File: config.mk
export PLATFORM = sky130hd
export DESIGN_NAME = cfc_recovery_ctrl
export DESIGN_NICKNAME = d
export VERILOG_FILES = /design/src/rtl/cfc_pkg.sv /design/src/rtl/cfc_tag_fifo.sv /design/src/rtl/cfc_recovery_ctrl.sv
export SDC_FILE = /design/constraint.sdc
export NUM_CORES = 1
export LEC_CHECK = 0
export ABC_AREA = 1
export CORE_UTILIZATION = 61
export DETAILED_ROUTE_END_ITERATION = 7
export DONT_BUFFER_PORTS = 1
export PLACE_DENSITY = 0.81
export SETUP_SLACK_MARGIN = 0.3
export SKIP_LAST_GASP = 1
export SYNTH_ARGS = -nofsm -noshare
export SYNTH_HDL_FRONTEND = slang
export SYNTH_SLANG_ARGS = --single-unit
File: constraint.sdc
create_clock -name clk -period 6.5 [get_ports clk]
set_clock_uncertainty 0.1 [all_clocks]
set_input_delay 1.3 -clock clk [delete_from_list [all_inputs] [get_ports clk]]
set_output_delay 1.3 -clock clk [all_outputs]
set_load 0.02 [all_outputs]
File: src/rtl/cfc_pkg.sv
// Shared definitions for the copy-free checkpoint (CFC) recovery controller.
// Holds the default configuration constants, the recovery FSM state encoding
// and pointer/count types sized for the default configuration.
package cfc_pkg;

  localparam int CFC_NUM_CKPT       = 8;
  localparam int CFC_TAG_W          = 5;
  localparam int CFC_RESTORE_CYCLES = 2;
  localparam int CFC_PTR_W          = $clog2(CFC_NUM_CKPT);
  localparam int CFC_CNT_W          = CFC_PTR_W + 1;

  typedef logic [CFC_PTR_W-1:0] cfcPtr_t;
  typedef logic [CFC_CNT_W-1:0] cfcCnt_t;
  typedef logic [CFC_TAG_W-1:0] cfcTag_t;

  typedef enum logic [1:0] {
    IDLE    = 2'd0,
    FLUSH   = 2'd1,
    RESTORE = 2'd2
  } cfcState_t;

endpackage

File: src/rtl/cfc_tag_fifo.sv
// Outstanding-branch tag FIFO mirroring the CFC checkpoint allocation order.
// Ports:
//   clk, reset       clock / asynchronous active-high reset
//   pushEn, pushTag  allocate a checkpoint for pushTag at head
//   commit, topPtr   ROB commit; releases the oldest entry when it matches
//   flushEn          search-and-rollback cycle for flushTag
//   releaseHit       oldest entry is released this cycle (combinational)
//   flushMiss        flushEn and no live entry matches (combinational)
//   full             count == NUM_CKPT
//   count            outstanding entries, 0..NUM_CKPT
module cfc_tag_fifo #(
  parameter int NUM_CKPT = 8,
  parameter int TAG_W    = 5
) (
  input  logic                        clk,
  input  logic                        reset,
  input  logic                        pushEn,
  input  logic [TAG_W-1:0]            pushTag,
  input  logic                        commit,
  input  logic [TAG_W-1:0]            topPtr,
  input  logic                        flushEn,
  input  logic [TAG_W-1:0]            flushTag,
  output logic                        releaseHit,
  output logic                        flushMiss,
  output logic                        full,
  output logic [$clog2(NUM_CKPT):0]   count
);

  localparam int PTR_W = $clog2(NUM_CKPT);
  localparam int CNT_W = PTR_W + 1;

  logic [TAG_W-1:0] mem [NUM_CKPT];
  logic [PTR_W-1:0] head, tail;
  logic [PTR_W-1:0] tailEff, idx, matchOff;
  logic [CNT_W-1:0] countEff;
  logic             matchFound;

  assign releaseHit = commit && (count != '0) && (topPtr == mem[tail]);
  assign full       = (count == CNT_W'(NUM_CKPT));

  // A release in the flush cycle retires the oldest entry before the search,
  // so the search window starts at the post-release tail.
  assign tailEff  = tail + PTR_W'(releaseHit);
  assign countEff = count - CNT_W'(releaseHit);

  always_comb begin
    matchFound = 1'b0;
    matchOff   = '0;
    idx        = '0;
    for (int unsigned k = 0; k < NUM_CKPT; k++) begin
      idx = tailEff + PTR_W'(k);
      if (!matchFound && (CNT_W'(k) < countEff) && (mem[idx] == flushTag)) begin
        matchFound = 1'b1;
        matchOff   = PTR_W'(k);
      end
    end
  end

  assign flushMiss = flushEn && !matchFound;

  always_ff @(posedge clk) begin
    if (pushEn) mem[head] <= pushTag;
  end

  always_ff @(posedge clk or posedge reset) begin
    if (reset) begin
      head  <= '0;
      tail  <= '0;
      count <= '0;
    end else begin
      tail <= tailEff;
      if (flushEn) begin
        if (matchFound) begin
          head  <= tailEff + matchOff;
          count <= {1'b0, matchOff};
        end else begin
          count <= countEff;
        end
      end else begin
        if (pushEn) head <= head + 1'b1;
        count <= countEff + CNT_W'(pushEn);
      end
    end
  end

endmodule

File: src/rtl/cfc_recovery_ctrl.sv
// CFC recovery controller: grants/stalls branch dispatch against checkpoint
// occupancy, mirrors the outstanding-branch tag FIFO and sequences
// misprediction recovery (flush strobes, then a settle window for the CFC
// BRAM read path during which dispatch is held).
// Ports:
//   clk, reset                               clock / async active-high reset
//   Dis_InstValid, Dis_BranchReq, Dis_BranchTag  dispatch branch request
//   Rob_Commit, Rob_TopPtr                   ROB commit of top entry
//   Cdb_Flush, Cdb_RobTag, Cdb_RobDepth      mispredict broadcast
//   Ctrl_BranchGrant, Ctrl_DisStall          dispatch handshake
//   Ctrl_CfcFlush, Ctrl_FrlRestore, Ctrl_RobRestore  one-cycle restore strobes
//   Ctrl_FlushTag, Ctrl_FlushDepth           latched flush branch
//   Ctrl_FlushMiss                           flush tag not outstanding
//   Ctrl_Recovering, Ctrl_BranchCount        status
module cfc_recovery_ctrl
  import cfc_pkg::*;
#(
  parameter int NUM_CKPT       = CFC_NUM_CKPT,
  parameter int TAG_W          = CFC_TAG_W,
  parameter int RESTORE_CYCLES = CFC_RESTORE_CYCLES
) (
  input  logic                       clk,
  input  logic                       reset,
  input  logic                       Dis_InstValid,
  input  logic                       Dis_BranchReq,
  input  logic [TAG_W-1:0]           Dis_BranchTag,
  input  logic                       Rob_Commit,
  input  logic [TAG_W-1:0]           Rob_TopPtr,
  input  logic                       Cdb_Flush,
  input  logic [TAG_W-1:0]           Cdb_RobTag,
  input  logic [TAG_W-1:0]           Cdb_RobDepth,
  output logic                       Ctrl_BranchGrant,
  output logic                       Ctrl_DisStall,
  output logic                       Ctrl_CfcFlush,
  output logic                       Ctrl_FrlRestore,
  output logic                       Ctrl_RobRestore,
  output logic [TAG_W-1:0]           Ctrl_FlushTag,
  output logic [TAG_W-1:0]           Ctrl_FlushDepth,
  output logic                       Ctrl_FlushMiss,
  output logic                       Ctrl_Recovering,
  output logic [$clog2(NUM_CKPT):0]  Ctrl_BranchCount
);

  localparam int RC_W = (RESTORE_CYCLES < 1) ? 1 : $clog2(RESTORE_CYCLES + 1);

  cfcState_t        state, nextState;
  logic [RC_W-1:0]  restCnt;
  logic [TAG_W-1:0] flushTagQ, flushDepthQ;
  logic             latchFlush, nestedFlush, inFlush;
  logic             releaseHit, fifoMiss, fifoFull, branchReq;

  assign branchReq   = Dis_InstValid && Dis_BranchReq;
  assign inFlush     = (state == FLUSH);
  // Only an older branch (smaller depth from ROB top) can supersede the
  // recovery already in progress.
  assign nestedFlush = (state != IDLE) && Cdb_Flush && (Cdb_RobDepth < flushDepthQ);

  assign Ctrl_BranchGrant = (state == IDLE) && branchReq && !Cdb_Flush &&
                            (!fifoFull || releaseHit);
  assign Ctrl_DisStall    = (branchReq && !Ctrl_BranchGrant) || (state != IDLE) || Cdb_Flush;
  assign Ctrl_CfcFlush    = inFlush;
  assign Ctrl_FrlRestore  = inFlush;
  assign Ctrl_RobRestore  = inFlush;
  assign Ctrl_FlushMiss   = inFlush && fifoMiss;
  assign Ctrl_Recovering  = (state != IDLE);
  assign Ctrl_FlushTag    = flushTagQ;
  assign Ctrl_FlushDepth  = flushDepthQ;

  cfc_tag_fifo #(
    .NUM_CKPT (NUM_CKPT),
    .TAG_W    (TAG_W)
  ) u_tagFifo (
    .clk        (clk),
    .reset      (reset),
    .pushEn     (Ctrl_BranchGrant),
    .pushTag    (Dis_BranchTag),
    .commit     (Rob_Commit),
    .topPtr     (Rob_TopPtr),
    .flushEn    (inFlush),
    .flushTag   (flushTagQ),
    .releaseHit (releaseHit),
    .flushMiss  (fifoMiss),
    .full       (fifoFull),
    .count      (Ctrl_BranchCount)
  );

  always_comb begin
    nextState  = state;
    latchFlush = 1'b0;
    case (state)
      IDLE: begin
        if (Cdb_Flush) begin
          latchFlush = 1'b1;
          nextState  = FLUSH;
        end
      end
      FLUSH: begin
        if (nestedFlush) begin
          latchFlush = 1'b1;
          nextState  = FLUSH;
        end else begin
          nextState = RESTORE;
        end
      end
      RESTORE: begin
        if (nestedFlush) begin
          latchFlush = 1'b1;
          nextState  = FLUSH;
        end else if (restCnt <= RC_W'(1)) begin
          nextState = IDLE;
        end
      end
      default: nextState = IDLE;
    endcase
  end

  always_ff @(posedge clk or posedge reset) begin
    if (reset) begin
      state       <= IDLE;
      restCnt     <= '0;
      flushTagQ   <= '0;
      flushDepthQ <= '0;
    end else begin
      state <= nextState;
      if (state == FLUSH) begin
        restCnt <= RC_W'(RESTORE_CYCLES);
      end else if ((state == RESTORE) && (restCnt != '0)) begin
        restCnt <= restCnt - 1'b1;
      end
      if (latchFlush) begin
        flushTagQ   <= Cdb_RobTag;
        flushDepthQ <= Cdb_RobDepth;
      end
    end
  end

endmodule

### Word-level counts from Yosys, hierarchy flattened

Memories as Yosys holds them, arrays and structs flattened.
Index checks and enable logic that the tools add are counted.

| cells by class | value |
|---|---|
| add/subtract/negate cells | 13 |
| magnitude comparators | 10 |
| eq/ne operators | 15 |
| muxes and demuxes | 32 |
| reduce and logical (&&, ||, !) cells | 50 |

Operators by type and width:

| operator | number |
|---|---|
| 5-bit equality test | 9 |
| 1-bit logical AND | 27 |
| 3-bit two-way mux | 7 |
| 3-bit by 4-bit < comparator with 1-bit output, first input constant | 4 |
| 2-bit two-way mux | 8 |
| 1-bit two-way mux | 13 |
| 3-bit adder, second input constant | 4 |
| 1-bit zero test | 11 |
| 1-bit by 4-bit < comparator with 1-bit output, first input constant | 2 |
| 2-bit by 4-bit < comparator with 1-bit output, first input constant | 2 |
| 4-bit two-way mux | 2 |
| 2-bit nonzero test | 4 |
| 3-bit by 1-bit adder with 3-bit output, second input constant | 2 |
| 3-bit by 2-bit adder with 3-bit output, second input constant | 2 |
| 2-bit case mux with 3 select lines | 1 |
| 5-bit < comparator | 1 |
| 4-bit by 1-bit adder with 4-bit output | 1 |
| 4-bit equality test, second input constant | 1 |
| 2-bit AND reduction | 2 |
| 4-bit nonzero test | 1 |
| 4-bit by 1-bit subtractor with 4-bit output | 1 |
| 3-bit by 1-bit adder with 3-bit output | 1 |
| 3-bit adder | 1 |
| 1-bit logical OR | 3 |
| other kinds (10) | 10 |

| storage, ports and cells | value |
|---|---|
| register bits after elaboration | 24 |
| RAM bits | 40 |
| bits of input ports | 26 |
| output and inout port bits | 21 |
| logic and storage cells | 128 |
| memories | 1 |

Memories:

| name | words | width | rd ports | clocked after Yosys merged registers in | wr ports | RTL line | text |
|---|---|---|---|---|---|---|---|
| u_tagFifo.mem | 8 | 5 | 9 | 0 | 1 | cfc_tag_fifo.sv:32 | `logic [TAG_W-1:0] mem [NUM_CKPT];` |

### Depth between registers and ports, before layout

An unclocked memory read counts as a cell.

| logic depth | value |
|---|---|
| depth in word-level cells | 39 |
| gate-level depth with buffers | 41 |
| gate-level depth less buffers | 37 |

### Modules after synthesis

Synthesis repeated with hierarchy kept, for this count alone.

| unflattened totals | value |
|---|---|
| cells, all modules | 956 |
| area total of the unflattened synthesis | 5,869.4 um^2 |

Modules (own cells, without submodules):

| module | instances | cells each | area each (um^2) | sequential area each (um^2) |
|---|---|---|---|---|
| cfc_tag_fifo | 1 | 834 | 4,934.7 | 1,451.4 |
| cfc_recovery_ctrl | 1 | 122 | 934.6 | 350.3 |

### Worst setup path after synthesis

OpenSTA, ideal clock, no wires.

| timing | value |
|---|---|
| path kind | input to output |
| from | input port Rob_TopPtr[1] |
| to | output port Ctrl_FlushMiss |
| data arrival time | 4.182 ns |
| path slack | 0.918 ns |
| stages | 25 |
| cells stage by stage | inv_1 -> o22ai_1 -> nor2_1 -> nand3_1 -> inv_1 -> ha_1 -> ha_1 -> buf_2 -> inv_2 -> buf_2 -> ha_1 -> inv_1 -> nand3_1 -> nand2_1 -> buf_2 -> nand2_1 -> a21oi_1 -> nor2_1 -> nand3_1 -> nand2_2 -> nor2_4 -> nand4_2 -> nor2_2 -> nand2_2 -> inv_1 |

| on the way | value |
|---|---|
| cells in the longest elaborated chain, start to end | 38 |
| elaborated cells between the ends (all ways) | 61 |
| those cells by class | add/sub: 9; order compare: 8; eq/ne: 9; mux: 8; reduce/logical: 26; memory: 1 |

Ends and longest elaborated chain:

| element | RTL line | text |
|---|---|---|
| start: declaration | cfc_recovery_ctrl.sv:28 | `input logic [TAG_W-1:0] Rob_TopPtr,` |
| 5-bit equality test (*) | cfc_tag_fifo.sv:38 | `assign releaseHit = commit && (count != '0) && (topPtr == mem[tail]);` |
| 1-bit logical AND (*) | cfc_tag_fifo.sv:38 |  |
| 3-bit by 1-bit adder with 3-bit output (*) | cfc_tag_fifo.sv:43 | `assign tailEff = tail + PTR_W'(releaseHit);` |
| named net u_tagFifo.tailEff[1] | cfc_tag_fifo.sv:34 | `logic [PTR_W-1:0] tailEff, idx, matchOff;` |
| memory read 8 x 5 bit (*) | - |  |
| 5-bit equality test | cfc_tag_fifo.sv:52 | `if (!matchFound && (CNT_W'(k) < countEff) && (mem[idx] == flushTag)) begin` |
| 1-bit logical AND | cfc_tag_fifo.sv:52 |  |
| 1-bit two-way mux | cfc_tag_fifo.sv:52 |  |
| (+21 left out) | - |  |
| 1-bit logical AND (2 in series) | cfc_tag_fifo.sv:52 |  |
| 1-bit two-way mux | cfc_tag_fifo.sv:52 |  |
| 1-bit zero test | cfc_tag_fifo.sv:52 |  |
| 1-bit logical AND (2 in series) | cfc_tag_fifo.sv:52 |  |
| 1-bit two-way mux (*) | cfc_tag_fifo.sv:52 |  |
| 1-bit zero test (*) | cfc_tag_fifo.sv:59 | `assign flushMiss = flushEn && !matchFound;` |
| 1-bit logical AND (*) | cfc_tag_fifo.sv:59 |  |
| 1-bit logical AND (*) | cfc_recovery_ctrl.sv:64 | `assign Ctrl_FlushMiss = inFlush && fifoMiss;` |
| end: declaration | cfc_recovery_ctrl.sv:39 | `output logic Ctrl_FlushMiss,` |

The timed path passes the listed nets; every way through them passes the cells marked *.

### Worst setup path in the final report

| timing | value |
|---|---|
| from | register u_tagFifo.tail[1] |
| to | output port Ctrl_FlushMiss |

| on the way | value |
|---|---|
| cells in the longest elaborated chain, start to end | 39 |
| elaborated cells between the ends (all ways) | 61 |
| those cells by class | add/sub: 9; order compare: 8; eq/ne: 9; mux: 8; reduce/logical: 26; memory: 1 |

Ends and longest elaborated chain:

| element | RTL line | text |
|---|---|---|
| start: declaration | cfc_tag_fifo.sv:33 | `logic [PTR_W-1:0] head, tail;` |
| start signal: assignment | cfc_tag_fifo.sv:71 | `tail <= tailEff;` |
| memory read 8 x 5 bit | - |  |
| 5-bit equality test | cfc_tag_fifo.sv:38 |  |
| 1-bit logical AND | cfc_tag_fifo.sv:38 |  |
| 3-bit by 1-bit adder with 3-bit output (*) | cfc_tag_fifo.sv:43 |  |
| named net u_tagFifo.tailEff[1] | cfc_tag_fifo.sv:34 |  |
| memory read 8 x 5 bit (*) | - |  |
| 5-bit equality test | cfc_tag_fifo.sv:52 |  |
| 1-bit logical AND | cfc_tag_fifo.sv:52 |  |
| (+22 left out) | - |  |
| 1-bit logical AND (2 in series) | cfc_tag_fifo.sv:52 |  |
| 1-bit two-way mux | cfc_tag_fifo.sv:52 |  |
| 1-bit zero test | cfc_tag_fifo.sv:52 |  |
| 1-bit logical AND (2 in series) | cfc_tag_fifo.sv:52 |  |
| 1-bit two-way mux (*) | cfc_tag_fifo.sv:52 |  |
| 1-bit zero test (*) | cfc_tag_fifo.sv:59 |  |
| 1-bit logical AND (*) | cfc_tag_fifo.sv:59 |  |
| 1-bit logical AND (*) | cfc_recovery_ctrl.sv:64 |  |

Marks and branches as above.

==> impl_metrics.env <==
export IMPL_dieArea_mm2=0.0100
export IMPL_crit_arrival_ns=4.60
export IMPL_fillers=831
export IMPL_cts_tree="built"
export IMPL_htreeDepth=3
export IMPL_synth_top_cell_area_share_pct=27.3
export IMPL_ys_top_cells_by_area="nand2_1, edfxtp_1, nand3_1"
export IMPL_setup_viol=0
export IMPL_routed_via_density=6.10
export IMPL_antenna_found_initial=0
export IMPL_status="finished clean"
export IMPL_startpoint_type="flip-flop"
export IMPL_cts_buffers=9
export IMPL_synth_warnings=0
export IMPL_final_cell_mix="nand2_1, nand3_1, nor2_1"
export IMPL_cts_hold_buffers=0
export IMPL_total_power_uw=3530
export IMPL_area_delta_synth_final_pct=6.34
export IMPL_total_leakage_power_uw=0.00320
export IMPL_clock_latency_ns=0.37
export IMPL_fp_row_count=35
export IMPL_grt_pass1_vias=5897
export IMPL_routed_wl_um=19700
export IMPL_synth_top_area_cell="nand2_1"
export IMPL_cts_sinks=64
export IMPL_whs_ns=0.468
export IMPL_grt_ovfl_total=0
export IMPL_endpoint_kind="output pin"
export IMPL_path_delay_family="simple AND/OR/NAND/NOR gates"
export IMPL_die_h_um=100
export IMPL_synthCells=957
export IMPL_hpwlAfterDp_um=14600
export IMPL_core_area_mm2=0.00928
export IMPL_gp_congestion=1.04
export IMPL_finalSetupTns_ns=0
export IMPL_drive_gt1_share_pct=7.51
export IMPL_wl_per_cell_um=18.3
export IMPL_critPathRequiredTime_ns=5.10
export IMPL_cp_max_fo=8
export IMPL_rsz0062_at_grt="false"
export IMPL_instances_no_fill=1074
export IMPL_io_buffers=0
export IMPL_slowest_stage="dfrtp_2"
export IMPL_hp_class="reg2reg"
export IMPL_ios=47
export IMPL_avgSynthCellArea_um2=6.13
export IMPL_grt_max_degree=48
export IMPL_num_antenna_cells=0
export IMPL_hold_violations=0
export IMPL_cap_violations=0
export IMPL_grt_pass1_wl_um=30500
export IMPL_cpPeakStageDelay_ns=0.49
export IMPL_finalNetCount=987
export IMPL_grt_usage_pct=40.4
export IMPL_start_util_pct=63.2
export IMPL_worst_path_buf_inv=4
export IMPL_drc=0
export IMPL_worst_slew_pin_slew_ns=0.939
export IMPL_drt_iter0_drc=800
export IMPL_cts_root_buffer="clkbuf_8"
export IMPL_synth_seq_cells=64
export IMPL_final_common_cell="nand2_1"
export IMPL_place_inst=1051
export IMPL_p_per_area_mw_per_mm2=567
export IMPL_cpMostUsedCell="nand2_1"
export IMPL_slew_violations=0
export IMPL_synth_distinct_cells=40
export IMPL_max_freq_mhz=167
export IMPL_synth_yosys_seq_area_share_pct=30.7
export IMPL_relSlewSlack_pct=37.3
export IMPL_fin_util_pct=67.2
export IMPL_syn_nets=1004
export IMPL_vias=6548
export IMPL_peakVddDrop_v=0.000305
export IMPL_cts_max_path_buffers=2
export IMPL_drtAntennaViolNets=0
export IMPL_finalCritPeriodShare_pct=92.3
export IMPL_critical_path_class="reg2out"
export IMPL_die_w_um=100
export IMPL_synth_area_mm2=0.00587
export IMPL_first_pass_iters=6
export IMPL_clk_pin_slew_ns=0.08
export IMPL_layout_min_cycle_time_ns=6.00
-- worst paths after layout --
kind	end	from	slack (ns)	cells past startpoint
setup / recovery	Ctrl_FlushMiss	u_tagFifo.tail[1]	0.50	27
hold / removal	restCnt[1]	restCnt[1]	0.47	2
setup reg to reg	u_tagFifo.head[2]	u_tagFifo.tail[1]	0.74	36
hold reg to reg	restCnt[1]	restCnt[1]	0.47	2
max in group asynchronous	u_tagFifo.tail[0]	reset	4.72	1
min in group asynchronous	restCnt[0]	reset	0.93	1
-- cells in the mapped netlist (all sizes together) --
| cell type | number |
|---|---|
| o31ai | 1 |
| nor3 | 7 |
| clkinv | 3 |
| xor2 | 4 |
| inv | 67 |
| nand2 | 440 |
| o22ai | 5 |
| nor2 | 71 |
| o21ai | 43 |
| dfrtp | 24 |
| or2 | 2 |
| xnor2 | 3 |
| nand4 | 4 |
| edfxtp | 40 |
| o32ai | 1 |
| ha | 20 |
| a21oi | 31 |
| o21a | 1 |
| o211ai | 5 |
| and2 | 1 |
| nor4 | 1 |
| o221ai | 1 |
| nand3 | 136 |
| a41oi | 1 |
| buf | 29 |
| clkbuf | 14 |
| mux2i | 1 |
| fa | 1 |
-- power breakdown --
group | switching (uW) | internal [uW]
sequential | 164 | 505
combinational | 1690 | 768
clock | 187 | 220
-- tightest hold or removal path: cells and delay by family, from the launching register on --
kind	cells	cell delay, ns
flip-flops	1	0.33
AO/OA/AOI/OAI	1	0.13
buffers and inverters	1	0.07
-- through the flow --
step	area, um2	setup slack (ns)
after floorplan	5870	0.918
after global placement	5860	0.521
after detailed placement	5860	0.386
after CTS	6130	0.336
after global routing	6240	0.242
final	6240	0.500
-- logic make-up after synthesis --
kind of cell    after synthesis  share of synthesized area [%]
compound gates               89                           8.26
xor+xnor                      7                           1.05
fa+ha+maj                    21                           4.61
buf+inv                     113                           8.32
flops                        64                           30.7
mux                           1                          0.171
simple gates                662                           46.9
-- final cells by class --
class / count / area (um2) / share of cell area (%)
clock buffer: 9 / 124 / 1.99
clock inverter: 7 / 100 / 1.60
inverter: 70 / 278 / 4.45
multi-input combinational: 780 / 3630 / 58.3
sequential: 64 / 1800 / 28.9
tap: 129 / 161 / 2.59
timing repair buffer: 14 / 129 / 2.07
timing repair inverter: 1 / 7.51 / 0.120
-- flip-flops by register name (all words and copies together) (netlist names) --
| signal | flops |
|---|---|
| u_tagFifo.mem | 40 |
| Ctrl_FlushDepth | 5 |
| Ctrl_FlushTag | 5 |
| u_tagFifo.count | 4 |
| u_tagFifo.head | 3 |
| u_tagFifo.tail | 3 |
| restCnt | 2 |
| state | 2 |
-- routing by layer --
| layer | vias to the layer above | global-route usage, % | part of all wire, % |
|---|---|---|---|
| li1 | 3064 | - | - |
| met1 | 2966 | 54.6 | 39 |
| met2 | 437 | 60.1 | 43 |
| met3 | 81 | 8.22 | 12 |
| met4 | 0 | 24.4 | 6.2 |
| met5 | - | 0 | 0 |
-- timing repair --
action | 4_1_cts | 5_1_grt
setup endpoints to repair | 1 | 2
buffers inserted | 1 | 5
pin swaps | 0 | 3
gates cloned | 1 | 0
resized for setup | 11 | 23
No activity file was read; power rests on OpenSTA's default activity.
